[config.mk]
export PLATFORM = sky130hd
export DESIGN_NAME = multicycle_controller
export DESIGN_NICKNAME = d
export VERILOG_FILES = /design/src/rtl/multicycle_controller.sv
export SDC_FILE = /design/constraint.sdc
export NUM_CORES = 1
export LEC_CHECK = 0
export ABC_AREA = 1
export BUFFER_PORTS_ARGS = -buffer_cell sky130_fd_sc_hd__buf_4
export CAP_MARGIN = 20
export CORE_MARGIN = 4
export CORE_UTILIZATION = 40
export CTS_CLUSTER_SIZE = 40
export DETAILED_ROUTE_END_ITERATION = 8
export RECOVER_POWER = 100
export SYNTH_ARGS = -nofsm -noshare
export SYNTH_HDL_FRONTEND = slang
export SYNTH_SLANG_ARGS = --single-unit
[constraint.sdc]
create_clock -name clk -period 2.6 [get_ports clk]
set_clock_uncertainty 0.15 [all_clocks]
set_input_delay 0.13 -clock clk [delete_from_list [all_inputs] [get_ports clk]]
set_output_delay 0.13 -clock clk [all_outputs]
set_load 0.05 [all_outputs]
[src/rtl/multicycle_controller.sv]
// Main control FSM for the multicycle RV32I core: sequences fetch/decode/execute/memory/writeback,
// drives datapath selects and enables, guards memory wait-states with a timeout, counts retirements.
module multicycle_controller #(
    parameter int CNT_WIDTH   = 32,
    parameter int MEM_TIMEOUT = 255
) (
    input  logic                 clk,
    input  logic                 rst_n,
    input  logic                 en,
    input  logic [6:0]           op,
    input  logic                 Zero,
    input  logic                 memReady,
    output logic                 memReq,
    output logic                 AdrSrc,
    output logic                 IRWrite,
    output logic                 PCWrite,
    output logic                 RegWrite,
    output logic                 MemWrite,
    output logic [1:0]           ALUSrcA,
    output logic [1:0]           ALUSrcB,
    output logic [1:0]           ALUOp,
    output logic [1:0]           ResultSrc,
    output logic                 illegalInstr,
    output logic                 memFault,
    output logic [CNT_WIDTH-1:0] instret,
    output logic [3:0]           state
);

    typedef enum logic [3:0] {
        S_RESET    = 4'd0,
        S_FETCH    = 4'd1,
        S_DECODE   = 4'd2,
        S_MEMADR   = 4'd3,
        S_MEMREAD  = 4'd4,
        S_MEMWB    = 4'd5,
        S_MEMWRITE = 4'd6,
        S_EXECR    = 4'd7,
        S_EXECI    = 4'd8,
        S_ALUWB    = 4'd9,
        S_BRANCH   = 4'd10,
        S_JAL      = 4'd11
    } state_t;

    typedef struct packed {
        logic       adrsrc;
        logic [1:0] alusrca;
        logic [1:0] alusrcb;
        logic [1:0] aluop;
        logic [1:0] resultsrc;
        logic       memreq;
        logic       fetch;
        logic       jal;
        logic       branch;
        logic       regwrite;
        logic       memwrite;
    } ctrl_t;

    localparam int            WW     = (MEM_TIMEOUT > 1) ? $clog2(MEM_TIMEOUT + 1) : 1;
    localparam logic [WW-1:0] TMO    = WW'(MEM_TIMEOUT);
    localparam logic          TMO_EN = (MEM_TIMEOUT != 0);

    state_t                 state_reg, state_next;
    ctrl_t                  ctrl_reg;
    logic [WW-1:0]          wait_cnt_reg;
    logic [CNT_WIDTH-1:0]   instret_reg;
    logic                   retire_next;
    logic                   illegal_next;
    logic                   timeout_hit;
    logic                   fault;

    // Moore decode of a state; loaded together with the state so the selects come from flops.
    function automatic ctrl_t decode_ctrl(input state_t s);
        ctrl_t c;
        c = '0;
        case (s)
            S_FETCH: begin
                c.memreq = 1'b1; c.fetch = 1'b1;
                c.alusrcb = 2'b10; c.resultsrc = 2'b10;
            end
            S_DECODE:   begin c.alusrca = 2'b01; c.alusrcb = 2'b01; end
            S_MEMADR:   begin c.alusrca = 2'b10; c.alusrcb = 2'b01; end
            S_MEMREAD:  begin c.memreq = 1'b1; c.adrsrc = 1'b1; end
            S_MEMWB:    begin c.resultsrc = 2'b01; c.regwrite = 1'b1; end
            S_MEMWRITE: begin c.memreq = 1'b1; c.adrsrc = 1'b1; c.memwrite = 1'b1; end
            S_EXECR:    begin c.alusrca = 2'b10; c.alusrcb = 2'b00; c.aluop = 2'b10; end
            S_EXECI:    begin c.alusrca = 2'b10; c.alusrcb = 2'b01; c.aluop = 2'b10; end
            S_ALUWB:    begin c.regwrite = 1'b1; end
            S_BRANCH:   begin c.alusrca = 2'b10; c.aluop = 2'b01; c.branch = 1'b1; end
            S_JAL:      begin c.alusrca = 2'b01; c.alusrcb = 2'b10; c.jal = 1'b1; end
            default:    c = '0;
        endcase
        return c;
    endfunction

    // Only the memory states carry memreq, so it doubles as the "waiting on memory" flag.
    assign timeout_hit = TMO_EN & ctrl_reg.memreq & ~memReady & (wait_cnt_reg == TMO);

    always_comb begin
        state_next   = state_reg;
        retire_next  = 1'b0;
        illegal_next = 1'b0;
        case (state_reg)
            S_RESET:  state_next = S_FETCH;
            S_FETCH: begin
                if (memReady)
                    state_next = S_DECODE;
            end
            S_DECODE: begin
                case (op)
                    7'b0000011, 7'b0100011: state_next = S_MEMADR;
                    7'b0110011:             state_next = S_EXECR;
                    7'b0010011:             state_next = S_EXECI;
                    7'b1100011:             state_next = S_BRANCH;
                    7'b1101111:             state_next = S_JAL;
                    default: begin
                        state_next   = S_FETCH;
                        illegal_next = 1'b1;
                    end
                endcase
            end
            S_MEMADR: state_next = op[5] ? S_MEMWRITE : S_MEMREAD;
            S_MEMREAD: begin
                if (memReady)
                    state_next = S_MEMWB;
                else if (timeout_hit)
                    state_next = S_FETCH;
            end
            S_MEMWB: begin
                state_next  = S_FETCH;
                retire_next = 1'b1;
            end
            S_MEMWRITE: begin
                if (memReady) begin
                    state_next  = S_FETCH;
                    retire_next = 1'b1;
                end else if (timeout_hit) begin
                    state_next = S_FETCH;
                end
            end
            S_EXECR, S_EXECI, S_JAL: state_next = S_ALUWB;
            S_ALUWB, S_BRANCH: begin
                state_next  = S_FETCH;
                retire_next = 1'b1;
            end
            default: state_next = S_FETCH;
        endcase
    end

    always_ff @(posedge clk or negedge rst_n) begin
        if (!rst_n) begin
            state_reg    <= S_RESET;
            ctrl_reg     <= '0;
            wait_cnt_reg <= '0;
            instret_reg  <= '0;
        end else if (en) begin
            state_reg <= state_next;
            ctrl_reg  <= decode_ctrl(state_next);
            // A timeout in FETCH stays in FETCH but must still restart the wait window.
            if (state_next != state_reg || timeout_hit)
                wait_cnt_reg <= '0;
            else if (ctrl_reg.memreq && !memReady)
                wait_cnt_reg <= wait_cnt_reg + 1'b1;
            if (retire_next)
                instret_reg <= instret_reg + 1'b1;
        end
    end

    assign fault        = en & timeout_hit;
    assign memFault     = fault;
    assign illegalInstr = en & illegal_next;
    assign memReq       = en & ctrl_reg.memreq & ~fault;
    assign IRWrite      = en & ctrl_reg.fetch & memReady;
    assign PCWrite      = en & ((ctrl_reg.fetch & memReady) | ctrl_reg.jal | (ctrl_reg.branch & Zero));
    assign RegWrite     = en & ctrl_reg.regwrite;
    assign MemWrite     = en & ctrl_reg.memwrite & ~fault;
    assign AdrSrc       = ctrl_reg.adrsrc;
    assign ALUSrcA      = ctrl_reg.alusrca;
    assign ALUSrcB      = ctrl_reg.alusrcb;
    assign ALUOp        = ctrl_reg.aluop;
    assign ResultSrc    = ctrl_reg.resultsrc;
    assign instret      = instret_reg;
    assign state        = state_reg;

endmodule

Word-level counts from Yosys, hierarchy flattened

Index checks and enable logic that the tools add are counted.

Bits of input ports: 12
Register bits: 59
Output and inout bits: 52
Logic and storage cells: 106

Bitwise logic cells: 18
Equal/unequal tests: 30
Reductions and logical operators: 18
Multiplexer cells: 24
Add/subtract/negate cells: 2

Operator list:

| kind                    | number |
|---|---|
| $add A32 B1 Y32 const B | 1 |
| $eq A4 B3 Y1 const B    | 8 |
| $eq A4 B4 Y1 const B    | 8 |
| $pmux W4 S6             | 1 |
| $pmux W4 S5             | 1 |
| $eq A4 B2 Y1 const B    | 4 |
| $mux W4                 | 4 |
| $mux W8                 | 2 |
| $pmux W2 S2             | 4 |
| $and A1 B1 Y1           | 14 |
| $eq A7 B6 Y1 const B    | 2 |
| $eq A7 B7 Y1 const B    | 2 |
| $reduce_or A2 Y1        | 6 |
| $reduce_or A3 Y1        | 4 |
| $mux W1                 | 10 |
| $add A8 B1 Y8 const B   | 1 |
| $eq A4 B1 Y1 const B    | 2 |
| $eq A8 B8 Y1 const B    | 1 |
| $eq A7 B2 Y1 const B    | 1 |
| $eq A7 B5 Y1 const B    | 1 |
| $reduce_or A6 Y1        | 1 |
| $ne A4 B4 Y1            | 1 |
| $reduce_and A2 Y1       | 2 |
| $reduce_or A4 Y1        | 1 |
| other kinds (8)         | 10 |

Longest topological paths before layout

Gate-level depths: netlist of the first run.

Depth after elaboration: 10
Gate-level depth with buffers: 16
Gate-level depth less buffers: 16

Worst setup path after synthesis of the first run

No wires, ideal clock.

Path kind: reg2out
Start point: register state_reg[0] (netlist: state[0])
End point: output illegalInstr
Arrival time: 2.470 ns
Stages on the path, launching flop included: 5
Data required time: 2.320 ns
Setup slack: -0.150 ns
Cells stage by stage: dfrtp_1 > buf_4 > inv_2 > nand3_1 > nor4_1

Cells in the longest elaborated chain, start to end: 3

Ends and longest elaborated chain:

| element                  | line | source |
|---|---|---|
| start: declaration       | 62   | `state_t state_reg, state_next;` |
| start signal: assignment | 156  | `state_reg <= state_next;` |
| $eq A4 B2 Y1             | 102  | `case (state_reg)` |
| $mux W1                  | 102  |  |
| $and A1 B1 Y1            | 170  | `assign illegalInstr = en & illegal_next;` |
| end: declaration         | 23   | `output logic illegalInstr,` |

No other way between the ends.

Worst setup path after layout of the first run

Start point: register state_reg[2] (netlist: state[2])
End point: register instret_reg[19] (netlist: instret[19])

Cells in the longest elaborated chain, start to end: 4
Elaborated cells between the ends (all ways): 7

Ends and longest elaborated chain:

| element                                      | line | source |
|---|---|---|
| $eq A4 B4 Y1 or $eq A4 B3 Y1 (tied branches) | 102  |  |
| $reduce_or A3 Y1 (no line)                   | n/a  |  |
| $pmux W1 S2 (*)                              | 102  |  |
| $reduce_and A2 Y1 (no line) (*)              | n/a  |  |
| end signal: assignment                       | 164  | `instret_reg <= instret_reg + 1'b1;` |
| end: declaration                             | 65   | `logic [CNT_WIDTH-1:0] instret_reg;` |

Every way passes the cells marked *; elsewhere a longest branch is shown, timed or not.
A chain may end at the register's enable or synchronous reset.

==> results.txt, run 1 <==
status - complete, no violations
post-synth top area cell - dfrtp_1
Seq. cell area - 1430 um^2
max reg flops - 32
number of vias per cell - 4.98
crit end category - flop
I/O Buffers - 63
post-synthesis sequential area ratio - 42.7%
combinational share of power - 41.4%
number of global-route vias before repair - 2,981
Tightest Pin Transition - 1.43 ns
setup total negative slack - 0 ns
CP Class - flop to flop
Cell Int Power - 1730 uW
top sig layer - met4
met3 WL post-DR - 330 um
most instantiated library cell after synthesis - nand2_1
Residual DRC - 0
GPL Wtd Cong - 0.821
Fmax - 439 MHz
clk sink count - 57
vias - 2,940
largest net degree at the start of global routing - 58
final-report max-slew violation count - 0
RSZ-0062 raised after global routing - no
Skew-Pair Late Insertion Delay - 0.33 ns
critical path's largest stage delay - 0.49 ns
root buffer cell - clkbuf_8
Die Ht - 99.3 um
Synth Register Bits - 57
Req. time, crit path - 2.71 ns
CP max stage cell - dfrtp_1
ANT nets after route - 0
type of origin of the critical path - flop
Hold Crit Class - primary input to flop
Synth top area share - 42.7%
sw power - 1580 uW
die width - 99.3 um
initial core utilization - 40.8%
Arr. time, crit path - 2.39 ns
DRT iter0 DRCs - 89
worst-case hold slack - 0.0439 ns
fraction of registers with async set/reset - 100%
Final Hold Fails - 0
DRT Wirelength - 7.83 mm
Cell Pwr Density - 876 nW/um^2
GR Util All Layers - 17.1%
post-synthesis cell area - 3340 um^2
htree depth - 3
Clk network pwr share - 22.3%
first-pass GRT wire length - 13.8 mm
sequential share of power - 36.4%
Inserted Clock Buffers - 9
drt first pass iters - 4
CTS max path bufs - 2
# fillers - 887
final net count - 494
area used by multi-input combinational logic - 1570 um^2
die area - 9870 um^2
final worst path period share - 87.7%
area delta synth->final - 13.3%
M1 WL - 3.68 mm
Worst VDD drop - 0.472 mV
top post-synthesis cells by area - dfrtp_1 43%, nand2_1 13%, xor2_1 6.6%
post-layout minimum cycle time - 2.28 ns
core box area - 8180 um^2
Slew headroom - 4.73%
Top Ports - 64
metal2 WL - 3.73 mm
Detailed Place HPWL - 5.94 mm
Final setup violation count - 0
final global-route overflow total - 0
maximum fanout along the worst path - 13
Post-synth top cells - 118 x nand2_1, 57 x dfrtp_1, 43 x inv_1
net count after synthesis - 433
post-layout instance area - 3780 um^2
CP delay by family, top - simple AND/OR/NAND/NOR gates
max_cap viols - 0
initial antenna violation count - 0
share of layout cells above drive strength 1 - 9.48%
row cnt - 33
total number of yosys warnings - 0
TritonCTS clock tree - built
Sw Ratio - 47.7%
Mapped Cells - 419
EDFF count, synth - 0
clock transition at the registers of the reported paths - 0.07 ns
post-CTS setup buffer count - 0
Crit path buffers/inverters - 1
placed cell areas - 3860 um^2
critical path, cell by cell - inv_1, nor2_2, nand3_1, o21ai_1, nand2_4, nor2_1, nand4_1, nor3_1, xor2_1
top_reg_cell synth - dfrtp_1
Routed wire per std cell - 13.3 um
total chip power - 3310 uW
Synth cell types - 39
syn avg cell area - 7.96 um^2
# diodes - 0
Leak - 0.00191 uW
## kinds of logic after synthesis
family | share of synthesized area [%]
buf+inv | 8.25
xor+xnor | 9.71
fa+ha+maj | 0.750
flops | 42.7
simple gates | 34.4
compound gates | 4.12
## worst register-to-register path, delay by kind of cell (launching register included)
family,cells,cell delay [ns]
compound gates,1,0.22
xor+xnor,1,0.16
buf+inv,1,0.15
flops,1,0.49
simple gates,6,1.03
## layout make-up
cell class | instances | share of cell area [%]
multi-input combinational | 300 | 41.6
timing repair buffer | 65 | 7.88
tap | 105 | 3.48
inverter | 47 | 4.67
clock inverter | 3 | 0.397
clock buffer | 13 | 4.20
sequential | 57 | 37.7
## stage by stage
stage          worst slack [ns]  instances  util (%)
6_report                  0.320        590      46.2
2_1_floorplan             0.295        419         -
4_1_cts                   0.230        590      49.4
3_3_place_gp              0.234        573      47.2
3_5_place_dp              0.237        573      47.2
5_1_grt                  0.0728        590      46.2
## worst paths after layout
kind | from | endpoint | slack, ns | cells past startpoint
max | state[2] | instret[19] | 0.32 | 9
min | en | wait_cnt_reg[5] | 0.04 | 3
max reg2reg | state[2] | instret[19] | 0.32 | 9
min reg2reg | instret[31] | instret[31] | 0.32 | 1
max in group asynchronous | rst_n | state[1] | 0.91 | 2
min in group asynchronous | rst_n | ALUSrcA[0] | 0.51 | 2
## per-layer routing
layer  vias up  track usage (%)
li1       1467                -
met5         -                0
met2        63             28.5
met4         0             5.99
met1      1400             22.7
met3        10             2.52
## power by group through the flow
stage | clock network (uW) | logic (uW) | registers (uW)
2_1_floorplan | 0 | 921 | 1460
3_3_place_gp | 0 | 1530 | 1230
3_5_place_dp | 0 | 1530 | 1220
4_1_cts | 767 | 1540 | 1210
5_1_grt | 808 | 1500 | 1230
6_report | 737 | 1370 | 1210
## cells in the final DEF (no fill, tap or decap), types with 9 or more instances in the layout
master    instances
inv_1            44
clkbuf_1         52
dfrtp_1          57
nor3_1           12
xnor2_1          12
nand3_1          26
buf_4            12
a21oi_1           9
nor2_1           39
xor2_1           25
clkbuf_8         11
nand4_1          19
nand2_1         120
## repair_timing
item                                    4_1_cts  5_1_grt
hold buffers                                  1        0
gates resized for setup                       0        1
hold endpoints to repair                     57        0
endpoints found under the setup margin        0        1
Power figures use the tool's default switching activity.
==> run 2: changes to the inputs <==
==> constraint.sdc (replaced) <==
create_clock -name clk -period 2.5 [get_ports clk]
set_clock_uncertainty 0.15 [all_clocks]
set_input_delay 0.125 -clock clk [delete_from_list [all_inputs] [get_ports clk]]
set_output_delay 0.125 -clock clk [all_outputs]
set_load 0.05 [all_outputs]
==> run 2 against run 1 <==
  * Critical path depth is 2 higher
  * Hold slack better by 0.00067 ns
  * Largest cell class unchanged
  * Combinational power is 7% higher
  * Count of clock-buffer cells in the layout is 1 lower
  * Global-route usage is 0.46 points higher
  * Worst setup slack worse by 0.11 ns
==> results.txt, run 2 (synthesis results as in run 1) <==
DRT Wirelength - 8.06 mm (was 7.83 mm)
Skew-Pair Late Insertion Delay - 0.33 ns (about the same)
Slew headroom - 4.60% (was 4.73%)
type of origin of the critical path - flop (unchanged)
dpl cells - 574 (was 573)
CTS max path bufs - 2 (unchanged)
RSZ-0062 raised after global routing - no (unchanged)
Residual DRC - 0 (unchanged)
ANT nets after route - 0 (unchanged)
status - complete, no violations (unchanged)
Detailed Place HPWL - 6.02 mm (was 5.94 mm)
Worst VDD drop - 0.466 mV (was 0.472 mV)
final-report max-slew violation count - 0 (unchanged)
crit end category - flop (unchanged)
initial antenna violation count - 0 (unchanged)
number of vias per cell - 5.01 (was 4.98)
Final Hold Fails - 0 (unchanged)
final net count - 495 (was 494)
CP Class - flop to flop (unchanged)
Top Ports - 64 (unchanged)
number of global-route vias before repair - 2,986 (was 2,981)
initial core utilization - 40.8% (unchanged)
Tightest Pin Transition - 1.43 ns (about the same)
vias - 2,958 (was 2,940)
drt first pass iters - 5 (was 4)
DRT iter0 DRCs - 203 (was 89)
TritonCTS clock tree - built (unchanged)
post-layout minimum cycle time - 2.29 ns (was 2.28 ns)
max_cap viols - 0 (unchanged)
Arr. time, crit path - 2.39 ns (about the same)
share of layout cells above drive strength 1 - 10.9% (was 9.48%)
clock transition at the registers of the reported paths - 0.07 ns (about the same)
core box area - 8180 um^2 (unchanged)
post-layout instance area - 3830 um^2 (was 3780 um^2)
Final setup violation count - 0 (unchanged)
Leak - 0.00192 uW (was 0.00191 uW)
row cnt - 33 (unchanged)
area delta synth->final - 14.7% (was 13.3%)
setup total negative slack - 0 ns (unchanged)
clk sink count - 57 (unchanged)
Die Ht - 99.3 um (unchanged)
final worst path period share - 91.6% (was 87.7%)
max reg flops - 32 (unchanged)
register-to-register setup slack - 0.21 ns (was 0.32 ns)
die width - 99.3 um (unchanged)
most common cell after layout, fill and taps aside - nand2_1 (unchanged)
Cell Pwr Density - 938 nW/um^2 (was 876 nW/um^2)
maximum fanout along the worst path - 8 (was 13)
final global-route overflow total - 0 (unchanged)
placed cell areas - 3860 um^2 (about the same)
Layout Cells excl Fill - 590 (unchanged)
Hold Crit Class - primary input to flop (unchanged)
Req. time, crit path - 2.61 ns (was 2.71 ns)
Inserted Clock Buffers - 9 (unchanged)
I/O Buffers - 63 (unchanged)
root buffer cell - clkbuf_8 (unchanged)
GPL Wtd Cong - 0.831 (was 0.821)
first-pass GRT wire length - 14.0 mm (was 13.8 mm)
Fmax - 437 MHz (was 439 MHz)
Routed wire per std cell - 13.7 um (was 13.3 um)
GR Util All Layers - 17.6% (was 17.1%)
# diodes - 0 (unchanged)
htree depth - 3 (unchanged)
die area - 9870 um^2 (unchanged)
commonest non-fill, non-tap cells in the layout - 118 x nand2_1, 57 x dfrtp_1, 50 x clkbuf_1 (was 120 x nand2_1, 57 x dfrtp_1, 52 x clkbuf_1)
largest net degree at the start of global routing - 58 (unchanged)
## run 2: final timing paths
path | startpoint | to | depth (start not counted)
setup reg to reg | state[3] | instret[13] | 11
hold / removal | en | wait_cnt_reg[6] | 3
hold reg to reg | instret[31] | instret[31] | 1
setup / recovery | state[3] | instret[13] | 11
min in group asynchronous | rst_n | state[2] | 2
max in group asynchronous | rst_n | instret[31] | 2
## run 2: per-layer routing
metal	vias up	GRT usage [%]	part of all wire [%]
li1	1467	-	-
met1	1392	22.9	47
met2	90	28.5	47
met3	9	3.44	4.9
met4	0	7.56	1.3
met5	-	0	0
## run 2: worst max-delay path, cell delays in order (launching register included)
cell,delay [ns]
dfrtp_1,0.45
inv_1,0.18
nand2_1,0.10
nand2_1,0.10
nand3b_1,0.09
o21ai_1,0.10
nand2_2,0.17
clkbuf_1,0.26
nor2_4,0.16
nand4_1,0.16
nor2_1,0.16
xor2_1,0.15
## run 2: where the power goes
group,leakage (uW),internal (uW),switching (uW)
clock network,0.000102,506,366
registers,0.000736,1070,184
logic,0.00109,331,1130
total,0.00192,1910,1680
## run 2: cell type report
type / instances / area (um^2)
clock buffers: 12 / 155
clock inverters: 3 / 40.0
fillers: 867 / 4350
inverters: 47 / 176
multi-input cells: 300 / 1600
flip-flops and latches: 57 / 1430
well taps: 105 / 131
repair buffers: 66 / 304
## run 2: metrics by stage
step	worst slack (ns)	hold WS (ns)	total power [uW]	utilization [%]
final	0.211	0.0446	3590	46.8
after global routing	0.0217	0.0484	3830	46.8
after CTS	0.268	0.0200	3770	49.8
after detailed placement	0.284	0.0968	2880	47.3
after global placement	0.248	0.0934	2870	47.3
after floorplan	0.200	-0.321	2470	-
## run 2: what timing repair did
action                                 4_1_cts  5_1_grt
gates resized for setup                      0        0
endpoints found under the hold margin       57        0
buffers inserted                             0        0
hold buffers                                 1        0
